### config.mk
export PLATFORM = sky130hd
export DESIGN_NAME = axi_burst
export DESIGN_NICKNAME = d
export VERILOG_FILES = /design/src/rtl/axi_burst_pkg.sv /design/src/rtl/axi_burst.sv
export SDC_FILE = /design/constraint.sdc
export NUM_CORES = 1
export LEC_CHECK = 0
export BUFFER_PORTS_ARGS = -buffer_cell sky130_fd_sc_hd__buf_2
export CAP_MARGIN = 5
export CELL_PAD_IN_SITES_DETAIL_PLACEMENT = 1
export CELL_PAD_IN_SITES_GLOBAL_PLACEMENT = 1
export CORE_ASPECT_RATIO = 0.8
export CORE_MARGIN = 4
export CORE_UTILIZATION = 27
export CTS_CLUSTER_DIAMETER = 30
export DETAILED_ROUTE_END_ITERATION = 12
export GPL_TIMING_DRIVEN = 0
export HOLD_SLACK_MARGIN = 0.15
export PLACE_DENSITY = 0.94
export SYNTH_ARGS = -nofsm -noshare
export SYNTH_HDL_FRONTEND = slang
export SYNTH_SLANG_ARGS = --single-unit
### constraint.sdc
create_clock -name clk -period 3.9 [get_ports clk]
set_input_delay 0.195 -clock clk [delete_from_list [all_inputs] [get_ports clk]]
set_output_delay 0.195 -clock clk [all_outputs]
set_load 0.03 [all_outputs]
### src/rtl/axi_burst_pkg.sv
// rtl/axi_burst_pkg.sv - shared states, AXI encodings and 4KB boundary helper for axi_burst
package axi_burst_pkg;

   typedef enum logic [1:0] {
      ST_IDLE  = 2'd0,
      ST_RD    = 2'd1,
      ST_WR    = 2'd2,
      ST_WRESP = 2'd3
   } state_e;

   localparam logic [1:0] BURST_INCR  = 2'b01;

   localparam logic [1:0] RESP_OKAY   = 2'b00;
   localparam logic [1:0] RESP_SLVERR = 2'b10;
   localparam logic [1:0] RESP_DECERR = 2'b11;

   localparam int unsigned BOUNDARY_4KB = 4096;

   // True when a burst of 'beats' beats of 'bytes' bytes starting at page offset 'offset'
   // would run past the end of the 4KB page.
   function automatic logic crosses_4kb(input logic [11:0] offset,
                                        input logic [8:0]  beats,
                                        input logic [3:0]  bytes);
      logic [13:0] span;
      span = 14'(beats) * 14'(bytes);
      return (14'(offset) + span) > 14'(BOUNDARY_4KB);
   endfunction

endpackage

### src/rtl/axi_burst.sv
// rtl/axi_burst.sv - native request to single AXI4 INCR burst master, one burst in flight
module axi_burst
   import axi_burst_pkg::*;
#(
   parameter int DATA_WIDTH = 32,
   parameter int ADDR_WIDTH = 32,
   parameter int MAX_BEATS  = 8,
   localparam int LEN_W     = (MAX_BEATS > 1) ? $clog2(MAX_BEATS) : 1,
   localparam int STRB_W    = DATA_WIDTH / 8
) (
   input  logic                  clk,
   input  logic                  rst,

   input  logic                  req_valid,
   output logic                  req_ready,
   input  logic                  req_write,
   input  logic                  req_instr,
   input  logic [ADDR_WIDTH-1:0] req_addr,
   input  logic [LEN_W-1:0]      req_len,

   input  logic [DATA_WIDTH-1:0] wr_data,
   input  logic [STRB_W-1:0]     wr_strb,
   input  logic                  wr_valid,
   output logic                  wr_ready,

   output logic [DATA_WIDTH-1:0] rd_data,
   output logic                  rd_valid,
   output logic                  rd_last,

   output logic                  done,
   output logic                  err,

   output logic [ADDR_WIDTH-1:0] m_axi_awaddr,
   output logic [7:0]            m_axi_awlen,
   output logic [2:0]            m_axi_awsize,
   output logic [1:0]            m_axi_awburst,
   output logic                  m_axi_awlock,
   output logic [3:0]            m_axi_awcache,
   output logic [2:0]            m_axi_awprot,
   output logic [3:0]            m_axi_awqos,
   output logic                  m_axi_awvalid,
   input  logic                  m_axi_awready,

   output logic [DATA_WIDTH-1:0] m_axi_wdata,
   output logic [STRB_W-1:0]     m_axi_wstrb,
   output logic                  m_axi_wlast,
   output logic                  m_axi_wvalid,
   input  logic                  m_axi_wready,

   input  logic [1:0]            m_axi_bresp,
   input  logic                  m_axi_bvalid,
   output logic                  m_axi_bready,

   output logic [ADDR_WIDTH-1:0] m_axi_araddr,
   output logic [7:0]            m_axi_arlen,
   output logic [2:0]            m_axi_arsize,
   output logic [1:0]            m_axi_arburst,
   output logic                  m_axi_arlock,
   output logic [3:0]            m_axi_arcache,
   output logic [2:0]            m_axi_arprot,
   output logic [3:0]            m_axi_arqos,
   output logic                  m_axi_arvalid,
   input  logic                  m_axi_arready,

   input  logic [DATA_WIDTH-1:0] m_axi_rdata,
   input  logic [1:0]            m_axi_rresp,
   input  logic                  m_axi_rlast,
   input  logic                  m_axi_rvalid,
   output logic                  m_axi_rready
);

   localparam logic [2:0] AXSIZE = 3'($clog2(STRB_W));

   state_e                  state_q, state_d;
   logic [ADDR_WIDTH-1:0]   addr_q, addr_d;
   logic [LEN_W-1:0]        len_q, len_d;
   logic                    instr_q, instr_d;
   logic [LEN_W-1:0]        cnt_q, cnt_d;
   logic                    a_done_q, a_done_d;   // AR or AW accepted for the current burst
   logic                    w_done_q, w_done_d;   // last W beat accepted
   logic                    sticky_q, sticky_d;   // any read beat returned an error
   logic                    fault_q, fault_d;     // 4KB-crossing request rejected last cycle

   logic                    wlast;
   logic                    aw_fire;
   logic                    w_fire;

   // Address channel attributes are fixed except for address, length and instruction bit;
   // both channels carry the same values and only the valid decides which one is live.
   assign m_axi_awaddr  = addr_q;
   assign m_axi_awlen   = 8'(len_q);
   assign m_axi_awsize  = AXSIZE;
   assign m_axi_awburst = BURST_INCR;
   assign m_axi_awlock  = 1'b0;
   assign m_axi_awcache = 4'd0;
   assign m_axi_awprot  = {instr_q, 2'b00};
   assign m_axi_awqos   = 4'd0;

   assign m_axi_araddr  = addr_q;
   assign m_axi_arlen   = 8'(len_q);
   assign m_axi_arsize  = AXSIZE;
   assign m_axi_arburst = BURST_INCR;
   assign m_axi_arlock  = 1'b0;
   assign m_axi_arcache = 4'd0;
   assign m_axi_arprot  = {instr_q, 2'b00};
   assign m_axi_arqos   = 4'd0;

   assign m_axi_wdata   = wr_data;
   assign m_axi_wstrb   = wr_strb;
   assign rd_data       = m_axi_rdata;

   assign wlast         = (cnt_q == len_q);
   assign m_axi_wlast   = wlast;

   // State and burst bookkeeping registers; reset abandons any burst in progress.
   always_ff @(posedge clk or negedge rst) begin
      if (!rst) begin
         state_q  <= ST_IDLE;
         addr_q   <= '0;
         len_q    <= '0;
         instr_q  <= 1'b0;
         cnt_q    <= '0;
         a_done_q <= 1'b0;
         w_done_q <= 1'b0;
         sticky_q <= 1'b0;
         fault_q  <= 1'b0;
      end else begin
         state_q  <= state_d;
         addr_q   <= addr_d;
         len_q    <= len_d;
         instr_q  <= instr_d;
         cnt_q    <= cnt_d;
         a_done_q <= a_done_d;
         w_done_q <= w_done_d;
         sticky_q <= sticky_d;
         fault_q  <= fault_d;
      end
   end

   // Next-state and handshake outputs; every output is gated by state so reset (which forces
   // IDLE) clears them at once, with req_ready additionally held low while rst is asserted.
   always_comb begin
      state_d       = state_q;
      addr_d        = addr_q;
      len_d         = len_q;
      instr_d       = instr_q;
      cnt_d         = cnt_q;
      a_done_d      = a_done_q;
      w_done_d      = w_done_q;
      sticky_d      = sticky_q;
      fault_d       = 1'b0;

      req_ready     = 1'b0;
      wr_ready      = 1'b0;
      rd_valid      = 1'b0;
      rd_last       = 1'b0;
      m_axi_arvalid = 1'b0;
      m_axi_rready  = 1'b0;
      m_axi_awvalid = 1'b0;
      m_axi_wvalid  = 1'b0;
      m_axi_bready  = 1'b0;
      done          = fault_q;
      err           = fault_q;
      aw_fire       = 1'b0;
      w_fire        = 1'b0;

      case (state_q)
         ST_IDLE: begin
            req_ready = rst;
            if (req_valid) begin
               addr_d   = req_addr;
               len_d    = req_len;
               instr_d  = req_instr;
               cnt_d    = '0;
               a_done_d = 1'b0;
               w_done_d = 1'b0;
               sticky_d = 1'b0;
               if (crosses_4kb(req_addr[11:0], 9'(req_len) + 9'd1, 4'(STRB_W))) begin
                  fault_d = 1'b1;
               end else begin
                  state_d = req_write ? ST_WR : ST_RD;
               end
            end
         end

         ST_RD: begin
            m_axi_arvalid = !a_done_q;
            m_axi_rready  = 1'b1;
            if (m_axi_arvalid && m_axi_arready) begin
               a_done_d = 1'b1;
            end
            rd_valid = m_axi_rvalid;
            rd_last  = m_axi_rvalid && m_axi_rlast;
            if (m_axi_rvalid) begin
               if (m_axi_rresp != RESP_OKAY) begin
                  sticky_d = 1'b1;
               end
               if (m_axi_rlast) begin
                  done    = 1'b1;
                  err     = sticky_q || (m_axi_rresp != RESP_OKAY);
                  state_d = ST_IDLE;
               end
            end
         end

         ST_WR: begin
            m_axi_awvalid = !a_done_q;
            m_axi_wvalid  = wr_valid && !w_done_q;
            wr_ready      = m_axi_wready && !w_done_q;
            aw_fire       = m_axi_awvalid && m_axi_awready;
            w_fire        = m_axi_wvalid && m_axi_wready;
            if (aw_fire) begin
               a_done_d = 1'b1;
            end
            if (w_fire) begin
               if (wlast) begin
                  w_done_d = 1'b1;
               end else begin
                  cnt_d = cnt_q + 1'b1;
               end
            end
            if ((a_done_q || aw_fire) && (w_done_q || (w_fire && wlast))) begin
               state_d = ST_WRESP;
            end
         end

         ST_WRESP: begin
            m_axi_bready = 1'b1;
            if (m_axi_bvalid) begin
               done    = 1'b1;
               err     = (m_axi_bresp != RESP_OKAY);
               state_d = ST_IDLE;
            end
         end

         default: begin
            state_d = ST_IDLE;
         end
      endcase
   end

endmodule

==> flow_summary.rst, run 1 <==
.. list-table::
   :header-rows: 1

   * - Metric
     - Value
   * - Full die area
     - 14,400 um2
   * - Post-Synthesis Cell Area
     - 3390 um2
   * - Fin crit share
     - 56.8%
   * - Count of state elements after synthesis
     - 45
   * - Count of different cell masters after synthesis
     - 43
   * - Routed wirelength normalized by instance count
     - 14.3 um
   * - Layout cell share with drive strength beyond 1
     - 65.3%
   * - Clock latency on the worst-skew pair
     - 290 ps
   * - Synth Instances
     - 339
   * - Sequential fraction of the synthesis area
     - 33.2%
   * - Kind of end point of the critical path
     - flip-flop
   * - Most frequent cells in the layout
     - 202 x sky130_fd_sc_hd__buf_2, 147 x sky130_fd_sc_hd__buf_4, 45 x sky130_fd_sc_hd__dfrtp_1, 42 x sky130_fd_sc_hd__conb_1, 35 x sky130_fd_sc_hd__mux2_2
   * - Number of global-route vias before repair
     - 3,252
   * - Max Fclk
     - 0.452 GHz
   * - Number of top-level pins
     - 313
   * - Area added between synthesis and finish
     - 52.6%
   * - Relative slew slack
     - 28.5%
   * - Critical path class
     - in2reg
   * - Total power of the final layout
     - 3.92 mW
   * - Fin Clk Skew
     - 11.2 ps
   * - Max Cap Violations
     - 0
   * - Most common cell after layout, fill and taps aside
     - sky130_fd_sc_hd__buf_2
   * - Grt total ovfl
     - 0
   * - Fraction of the mapped netlist area in compound gates
     - 6.91%
   * - Total of endpoints with negative setup slack in the final report
     - 0
   * - Post-Synth Simple-Gate Area
     - 6.72%
   * - Number of synthesized flops with an enable pin
     - 0
   * - First-pass iteration count of the detailed router
     - 4
   * - Global placement routability congestion
     - 0.708
   * - Status
     - complete, no violations
   * - Critical path arrival
     - 2380 ps
   * - Clock-pin slew on the worst setup and hold paths
     - 70 ps
   * - Synth warnings
     - 0
   * - Sum Neg Setup Slack
     - 0 ps
   * - Final-layout fill cell count
     - 1,478
   * - DRC Markers
     - 0
   * - Power Density
     - 759 nW/um2
   * - Horiz. Die Dim
     - 133 um
   * - Diodes inserted
     - 0
   * - Clk sink count
     - 45
   * - XOR/XNOR Fraction of Synth Area
     - 1.29%
   * - Startpoint Class
     - input pin
   * - Core Rows
     - 36
   * - Synth Flop Type
     - sky130_fd_sc_hd__dfrtp_1
   * - Utilization after layout
     - 42.4%
   * - Unrepaired setup endpoints after global routing
     - no
   * - Max-slew violation count
     - 0
   * - Clock tree root buffer cell
     - sky130_fd_sc_hd__clkbuf_16
   * - Starting density of the core
     - 27.8%
   * - Aggregate routed wire length
     - 11,200 um
   * - Portion of netlist area occupied by mux cells
     - 12.3%
   * - Main combinational cell family by area after synthesis
     - buffers and inverters
   * - IO buf count
     - 202
   * - Gates resized, CTS repair
     - 0
   * - Detail Route Antenna Nets
     - 0
   * - Transition time of the tightest slew-check pin
     - 1070 ps
   * - Clock tree from TritonCTS
     - done
   * - Total via count after detailed routing
     - 3,060
   * - H-tree levels
     - 2
   * - Die outline height
     - 108 um
   * - Max Root-Sink Buffers
     - 2
   * - Initial antenna violation count
     - 0
   * - Number of hold violations in the final report
     - 0
   * - Worst-path fanout max
     - 3
   * - Fin nets
     - 744
   * - Required time of the worst setup path
     - 4070 ps
   * - Hold Path Class
     - in2reg
   * - Static Leak
     - 2.90 nW
   * - Number of clock buffers inserted by TritonCTS
     - 5
   * - Share of synthesized registers carrying an async set or reset
     - 100%
   * - Post-DR vias/cell
     - 3.90
   * - Mean instance size in the synthesized netlist
     - 9.99 um2
   * - Minimum period implied by the final worst setup slack
     - 2210 ps
   * - Initial DRC count
     - 57
   * - Total track usage
     - 14.7%
   * - Worst vdd ir
     - 453 uV
   * - Total core area
     - 12,200 um2
   * - Global-route wire length before repair
     - 16,800 um
   * - Largest net degree at the start of global routing
     - 47
   * - Adder and majority gate portion of the synthesized area
     - 4.65%
   * - Detailed placement HPWL
     - 8990 um
## layer usage
| metal | wire length [um] | vias up | part of all wire (%) | global-route usage, % |
|---|---|---|---|---|
| met3 | 999 | 15 | 8.9 | 4.93 |
| met5 | 0 | - | 0 | 0 |
| met2 | 5920 | 154 | 53 | 27.4 |
| met1 | 4120 | 1411 | 37 | 16.1 |
| met4 | 151 | 0 | 1.3 | 3.89 |
| li1 | - | 1480 | - | - |
## sequential cells by signal, summed over array words and instances (netlist names)
name,count
cnt_q,3
fault_q,1
w_done_q,1
a_done_q,1
m_axi_araddr,32
sticky_q,1
len_q,3
instr_q,1
state_q,2
## repair_timing
item                                   in CTS  in global routing
endpoints found under the hold margin      52                  0
setup endpoints to repair                   0                  0
hold buffers                               25                  0
setup buffers                               0                  0
## Yosys cell counts (2+ instances only)
master	instances	area share (%)
sky130_fd_sc_hd__and2_1	3	0.55
sky130_fd_sc_hd__a211o_1	2	0.52
sky130_fd_sc_hd__and3_1	2	0.37
sky130_fd_sc_hd__and2b_2	2	0.52
sky130_fd_sc_hd__nor3b_1	2	0.44
sky130_fd_sc_hd__a211oi_2	2	0.74
sky130_fd_sc_hd__clkbuf_1	4	0.44
sky130_fd_sc_hd__xnor2_1	4	1.0
sky130_fd_sc_hd__nand3_1	2	0.30
sky130_fd_sc_hd__nand4_1	3	0.55
sky130_fd_sc_hd__nor2_1	11	1.2
sky130_fd_sc_hd__a21oi_1	5	0.74
sky130_fd_sc_hd__buf_4	147	33
sky130_fd_sc_hd__o2111ai_1	3	0.78
sky130_fd_sc_hd__mux2_2	35	12
sky130_fd_sc_hd__o21ai_0	9	1.3
sky130_fd_sc_hd__conb_1	2	0.22
sky130_fd_sc_hd__ha_1	11	4.1
sky130_fd_sc_hd__inv_1	11	1.2
sky130_fd_sc_hd__nor4_1	2	0.37
sky130_fd_sc_hd__nand2_1	11	1.2
sky130_fd_sc_hd__dfrtp_1	45	33
## path summary, 6_finish.rpt
kind                                                endpoint  cells after the start                        start  slack (ps)
worst max-delay path                  state_q[1]$_DFFE_PN0P_                      8                   req_len[0]        1690
worst min-delay path            m_axi_araddr[10]$_DFFE_PN0P_                      2                 req_addr[10]         170
worst max register to register  m_axi_araddr[30]$_DFFE_PN0P_                      5       state_q[0]$_DFFE_PN0P_        1780
worst min register to register   m_axi_araddr[9]$_DFFE_PN0P_                      2  m_axi_araddr[9]$_DFFE_PN0P_         520
max in group asynchronous               sticky_q$_DFFE_PN0P_                      2                          rst        2600
min in group asynchronous       m_axi_araddr[14]$_DFFE_PN0P_                      2                          rst         630
## where the power goes
part | switching (mW) | total (mW) | internal [mW]
Sequential | 0.209 | 0.903 | 0.694
Clock | 0.193 | 0.452 | 0.259
Combinational | 1.59 | 2.57 | 0.974
Total | 2.00 | 3.92 | 1.93
## layout make-up
class | instances | area [um2] | share of cell area [%]
clock inverters | 2 | 17.5 | 0.339
repair buffers | 227 | 1260 | 24.4
multi-input cells | 170 | 1240 | 23.9
plain buffers | 153 | 1130 | 22.0
flip-flops and latches | 45 | 1130 | 21.8
clock buffers | 6 | 139 | 2.69
well taps | 171 | 214 | 4.14
inverters | 11 | 41.3 | 0.799
## per-stage QoR
step	setup slack (ps)	instances	instance area, um2	hold slack, ps
6_report	1690	785	5170	166
3_3_place_gp	1400	752	4760	426
4_1_cts	1640	785	5170	159
3_5_place_dp	1380	752	4760	433
5_1_grt	1530	785	5170	169
2_1_floorplan	1410	379	3540	-101
## logic make-up after synthesis
logic type                 after synthesis
and+or+nand+nor                         44
DFF                                     45
AOI/OAI and AO/OA                       30
other                                    2
adders and majority gates               12
buffers and inverters                  164
xor gates and xnor gates                 5
muxes                                   37
## worst max-delay path, stage by stage
cell	delay [ps]
sky130_fd_sc_hd__buf_2	110
sky130_fd_sc_hd__ha_1	320
sky130_fd_sc_hd__fa_1	470
sky130_fd_sc_hd__o21ba_1	210
sky130_fd_sc_hd__a211o_1	280
sky130_fd_sc_hd__a211oi_2	280
sky130_fd_sc_hd__o211a_1	190
sky130_fd_sc_hd__mux2_1	320
(Power assumes the default switching activity.)
==> run 2, diff against run 1 <==
--- a/config.mk
+++ b/config.mk
@@ -5,18 +5,19 @@
 export SDC_FILE = /design/constraint.sdc
 export NUM_CORES = 1
 export LEC_CHECK = 0
+export ABC_AREA = 1
 export BUFFER_PORTS_ARGS = -buffer_cell sky130_fd_sc_hd__buf_2
 export CAP_MARGIN = 5
 export CELL_PAD_IN_SITES_DETAIL_PLACEMENT = 1
 export CELL_PAD_IN_SITES_GLOBAL_PLACEMENT = 1
 export CORE_ASPECT_RATIO = 0.8
 export CORE_MARGIN = 4
-export CORE_UTILIZATION = 27
+export CORE_UTILIZATION = 25
 export CTS_CLUSTER_DIAMETER = 30
 export DETAILED_ROUTE_END_ITERATION = 12
 export GPL_TIMING_DRIVEN = 0
 export HOLD_SLACK_MARGIN = 0.15
-export PLACE_DENSITY = 0.94
+export PLACE_DENSITY = 0.88
 export SYNTH_ARGS = -nofsm -noshare
 export SYNTH_HDL_FRONTEND = slang
 export SYNTH_SLANG_ARGS = --single-unit
==> constraint.sdc (replaced) <==
create_clock -name clk -period 2.16 [get_ports clk]
set_input_delay 0.108 -clock clk [delete_from_list [all_inputs] [get_ports clk]]
set_output_delay 0.108 -clock clk [all_outputs]
set_load 0.03 [all_outputs]
==> run 2 against run 1 <==
Against the previous run: critical endpoint is now err; flip-flop and latch count is the same; via count grew 9.0%; clock power grew 100%; sequential power grew 83%.
==> flow_summary.rst, run 2 <==
.. list-table::
   :header-rows: 1

   * - Metric
     - Value
   * - Status
     - complete, no violations (unchanged)
   * - Fin crit share
     - 90.9%
   * - Top cell type's share of synthesized area
     - 32.0% (was 33.2%)
   * - Clock tree root buffer cell
     - sky130_fd_sc_hd__clkbuf_16 (unchanged)
   * - Synth warnings
     - 0 (unchanged)
   * - Hold Path Class
     - in2reg (unchanged)
   * - Total of endpoints with negative setup slack in the final report
     - 0 (unchanged)
   * - Horiz. Die Dim
     - 141 um (was 133 um)
   * - Core Rows
     - 38 (was 36)
   * - Largest register FFs
     - 32 (unchanged)
   * - Post-Synthesis Cell Area
     - 3520 um2 (was 3390 um2)
   * - Max Cap Violations
     - 0 (unchanged)
   * - DRC Markers
     - 0 (unchanged)
   * - Largest net degree at the start of global routing
     - 47 (unchanged)
   * - Clock share of power
     - 12.6% (was 11.5%)
   * - Number of top-level pins
     - 313 (unchanged)
   * - R2R cell count
     - 9 (was 5)
   * - Clk sink count
     - 45 (unchanged)
   * - Kind of end point of the critical path
     - output pin (was flip-flop)
   * - Critical path class
     - reg2out (was in2reg)
   * - Total track usage
     - 15.6% (was 14.7%)
   * - Layout cell share with drive strength beyond 1
     - 59.4% (was 65.3%)
   * - Worst stage delay on the critical path
     - 430 ps (was 470 ps)
   * - Area added between synthesis and finish
     - 55.8% (was 52.6%)
   * - Register share of total power
     - 22.6% (was 23.0%)
   * - Number of hold violations in the final report
     - 0 (unchanged)
   * - Start of the worst register-to-register path
     - state_q[0]$_DFFE_PN0P_ (unchanged)
   * - Max Fclk
     - 0.509 GHz
   * - R2R setup slack
     - 420 ps (was 1780 ps)
   * - Die outline height
     - 114 um (was 108 um)
   * - Relative slew slack
     - 54.7% (was 28.5%)
   * - Initial antenna violation count
     - 0 (unchanged)
   * - Post-DR vias/cell
     - 3.84 (was 3.90)
   * - Synth Flop Type
     - sky130_fd_sc_hd__dfrtp_1 (unchanged)
   * - Hold path startpoint
     - req_write (was req_addr[10])
   * - Total power of the final layout
     - 7.31 mW (was 3.92 mW)
   * - Top cells by instance count after synthesis
     - 148 x sky130_fd_sc_hd__buf_4, 57 x sky130_fd_sc_hd__nand2_1, 45 x sky130_fd_sc_hd__dfrtp_1 (was 147 x sky130_fd_sc_hd__buf_4, 45 x sky130_fd_sc_hd__dfrtp_1, 35 x sky130_fd_sc_hd__mux2_2)
   * - Ranking of synthesized cells by area
     - sky130_fd_sc_hd__dfrtp_1 32%, sky130_fd_sc_hd__buf_4 32%, sky130_fd_sc_hd__mux2_2 9.3% (was sky130_fd_sc_hd__dfrtp_1 33%, sky130_fd_sc_hd__buf_4 33%, sky130_fd_sc_hd__mux2_2 12%)
   * - End point of the most critical hold path
     - state_q[0]$_DFFE_PN0P_ (was m_axi_araddr[10]$_DFFE_PN0P_)
   * - Power Density
     - 1330 nW/um2 (was 759 nW/um2)
   * - Full die area
     - 16,100 um2 (was 14,400 um2)
   * - Count of state elements after synthesis
     - 45 (unchanged)
   * - Mean instance size in the synthesized netlist
     - 8.81 um2 (was 9.99 um2)
   * - Fin nets
     - 818 (was 744)
   * - Switching power as a share of total power
     - 51.2% (was 50.9%)
   * - Detail Route Antenna Nets
     - 0 (unchanged)
   * - Most common cell after layout, fill and taps aside
     - sky130_fd_sc_hd__buf_2 (unchanged)
   * - Internal
     - 3.56 mW (was 1.93 mW)
   * - Clock latency on the worst-skew pair
     - 290 ps (about the same)
   * - Diodes inserted
     - 0 (unchanged)
   * - Master of the slowest instance on the critical path
     - sky130_fd_sc_hd__dfrtp_1 (was sky130_fd_sc_hd__fa_1)
   * - Minimum period implied by the final worst setup slack
     - 1960 ps
   * - Relative contribution of combinational cells to total power
     - 64.8% (was 65.5%)
   * - Unrepaired setup endpoints after global routing
     - no (unchanged)
   * - Net Sw Power
     - 3.74 mW (was 2.00 mW)
   * - Routed wirelength normalized by instance count
     - 15.3 um (was 14.3 um)
   * - Sequential fraction of the synthesis area
     - 32.0% (was 33.2%)
   * - Number of synthesized flops with an enable pin
     - 0 (unchanged)
   * - Most frequent cell after synthesis
     - sky130_fd_sc_hd__buf_4 (unchanged)
   * - Static Leak
     - 3.14 nW (was 2.90 nW)
   * - Largest area contributor in the netlist
     - sky130_fd_sc_hd__dfrtp_1 (unchanged)
   * - Starting density of the core
     - 25.7% (was 27.8%)
   * - Required time of the worst setup path
     - 2050 ps (was 4070 ps)
   * - Worst vdd ir
     - 924 uV (was 453 uV)
   * - Global-route wire length before repair
     - 20,000 um (was 16,800 um)
   * - Max-slew violation count
     - 0 (unchanged)
   * - Clock tree from TritonCTS
     - done (unchanged)
   * - Count of different cell masters after synthesis
     - 33 (was 43)
   * - Most frequent cells in the layout
     - 200 x sky130_fd_sc_hd__buf_2, 149 x sky130_fd_sc_hd__buf_4, 57 x sky130_fd_sc_hd__nand2_1, 45 x sky130_fd_sc_hd__dfrtp_1, 42 x sky130_fd_sc_hd__conb_1 (was 202 x sky130_fd_sc_hd__buf_2, 147 x sky130_fd_sc_hd__buf_4, 45 x sky130_fd_sc_hd__dfrtp_1, 42 x sky130_fd_sc_hd__conb_1, 35 x sky130_fd_sc_hd__mux2_2)
   * - H-tree levels
     - 2 (unchanged)
   * - IO buf count
     - 202 (unchanged)
   * - Number of clock buffers inserted by TritonCTS
     - 5 (unchanged)
   * - Utilization after layout
     - 40.1% (was 42.4%)
   * - Fin Clk Skew
     - 7.34 ps (was 11.2 ps)
   * - Hold Path Depth
     - 4 (was 2)
   * - Global placement routability congestion
     - 0.755 (was 0.708)
   * - Total core area
     - 13,700 um2 (was 12,200 um2)
   * - Startpoint Class
     - flip-flop (was input pin)
   * - Total via count after detailed routing
     - 3,336 (was 3,060)
   * - Grt total ovfl
     - 0 (unchanged)
   * - Aggregate routed wire length
     - 13,300 um (was 11,200 um)
   * - Critical path arrival
     - 1860 ps (was 2380 ps)
   * - End of the worst register-to-register path
     - state_q[1]$_DFFE_PN0P_ (was m_axi_araddr[30]$_DFFE_PN0P_)
   * - Detailed placement HPWL
     - 10,600 um (was 8990 um)
   * - Worst-path fanout max
     - 7 (was 3)
   * - Critical Path, Cell by Cell
     - inv_1 -> ha_2 -> inv_1 -> o21ai_0 -> nand2_1 -> o211ai_1 -> buf_2 (was buf_2 -> ha_1 -> fa_1 -> o21ba_1 -> a211o_1 -> a211oi_2 -> o211a_1 -> mux2_1)
   * - Number of global-route vias before repair
     - 3,678 (was 3,252)
   * - First-pass iteration count of the detailed router
     - 4 (unchanged)
   * - Transition time of the tightest slew-check pin
     - 680 ps (was 1070 ps)
   * - Share of synthesized registers carrying an async set or reset
     - 100% (unchanged)
   * - Synth Instances
     - 400 (was 339)
   * - Max Root-Sink Buffers
     - 2 (unchanged)
   * - Clock-pin slew on the worst setup and hold paths
     - 70 ps (about the same)
   * - Top cell by count, worst path
     - sky130_fd_sc_hd__inv_1
   * - Initial DRC count
     - 69 (was 57)
   * - Sum Neg Setup Slack
     - 0 ps (unchanged)
==> run 2: metrics by stage <==
| step | setup WS [ps] | instance area (um2) | std cells | hold slack, ps |
|---|---|---|---|---|
| finish | 197 | 5490 | 868 | 172 |
| global route | 21.0 | 5490 | 868 | 191 |
| CTS | 64.1 | 5460 | 868 | 155 |
| detailed placement | 195 | 4910 | 822 | 344 |
| global placement | 194 | 4910 | 822 | 339 |
| floorplan | 476 | 3670 | 440 | -188 |
==> run 2: cells by family (layout without fill, tap and decap cells) <==
kind of cell / Yosys count / after routing / synth area share [%]
adders and majority gates: 12 / 12 / 4.48
DFF: 45 / 45 / 32.0
AOI/OAI and AO/OA: 24 / 24 / 3.91
muxes: 29 / 29 / 9.27
other: 2 / 42 / 0.213
xor gates and xnor gates: 5 / 5 / 1.24
buffers and inverters: 183 / 431 / 36.3
and+or+nand+nor: 100 / 100 / 12.6
==> run 2: layout make-up <==
class / count / area (um2)
Buffer: 153 / 1160
Fill cell: 1717 / 8200
Clock inverter: 3 / 47.5
Sequential cell: 45 / 1130
Inverter: 30 / 120
Timing Repair Buffer: 240 / 1400
Clock buffer: 5 / 125
Tap cell: 180 / 225
Multi-Input combinational cell: 212 / 1290
==> run 2: what timing repair did <==
| item | CTS | global route |
|---|---|---|
| resized for setup | 0 | 6 |
| setup endpoints to repair | 0 | 4 |
| endpoints found under the hold margin | 81 | 0 |
| buffers inserted | 0 | 1 |
| hold buffers | 38 | 0 |
==> run 2: worst max-delay path by stage <==
stage / end / from / slack (ps)
after global routing: err / state_q[1]$_DFFE_PN0P_ / 20
final: err / state_q[1]$_DFFE_PN0P_ / 200
after detailed placement: state_q[1]$_DFFE_PN0P_ / req_len[0] / 190
after floorplan: err / state_q[1]$_DFFE_PN0P_ / 480
after global placement: state_q[1]$_DFFE_PN0P_ / req_len[0] / 190
after CTS: state_q[1]$_DFFE_PN0P_ / req_addr[2] / 60
==> run 2: routing by layer <==
layer  track usage [%]  vias to the layer above  wire length, um
li1                  -                     1642                -
met1              19.8                     1594             5420
met2              29.0                       95             7230
met3              2.51                        5              573
met4              1.48                        0               48
met5                 0                        -                0
==> run 2: power by group through the flow <==
stage,clock (mW),sequential (mW),combinational [mW]
after floorplan,0,2.21,2.82
after global placement,0,1.64,4.61
after detailed placement,0,1.66,4.71
after CTS,0.959,1.65,4.78
after global routing,0.990,1.73,5.07
final,0.922,1.65,4.73
==> run 2: worst max-delay path, delay by kind of cell (launching register included) <==
family	cells	cell delay, ps
AOI/OAI and AO/OA	2	330
adders and majority gates	1	260
buffers and inverters	3	450
DFF	1	430
and+or+nand+nor	1	90
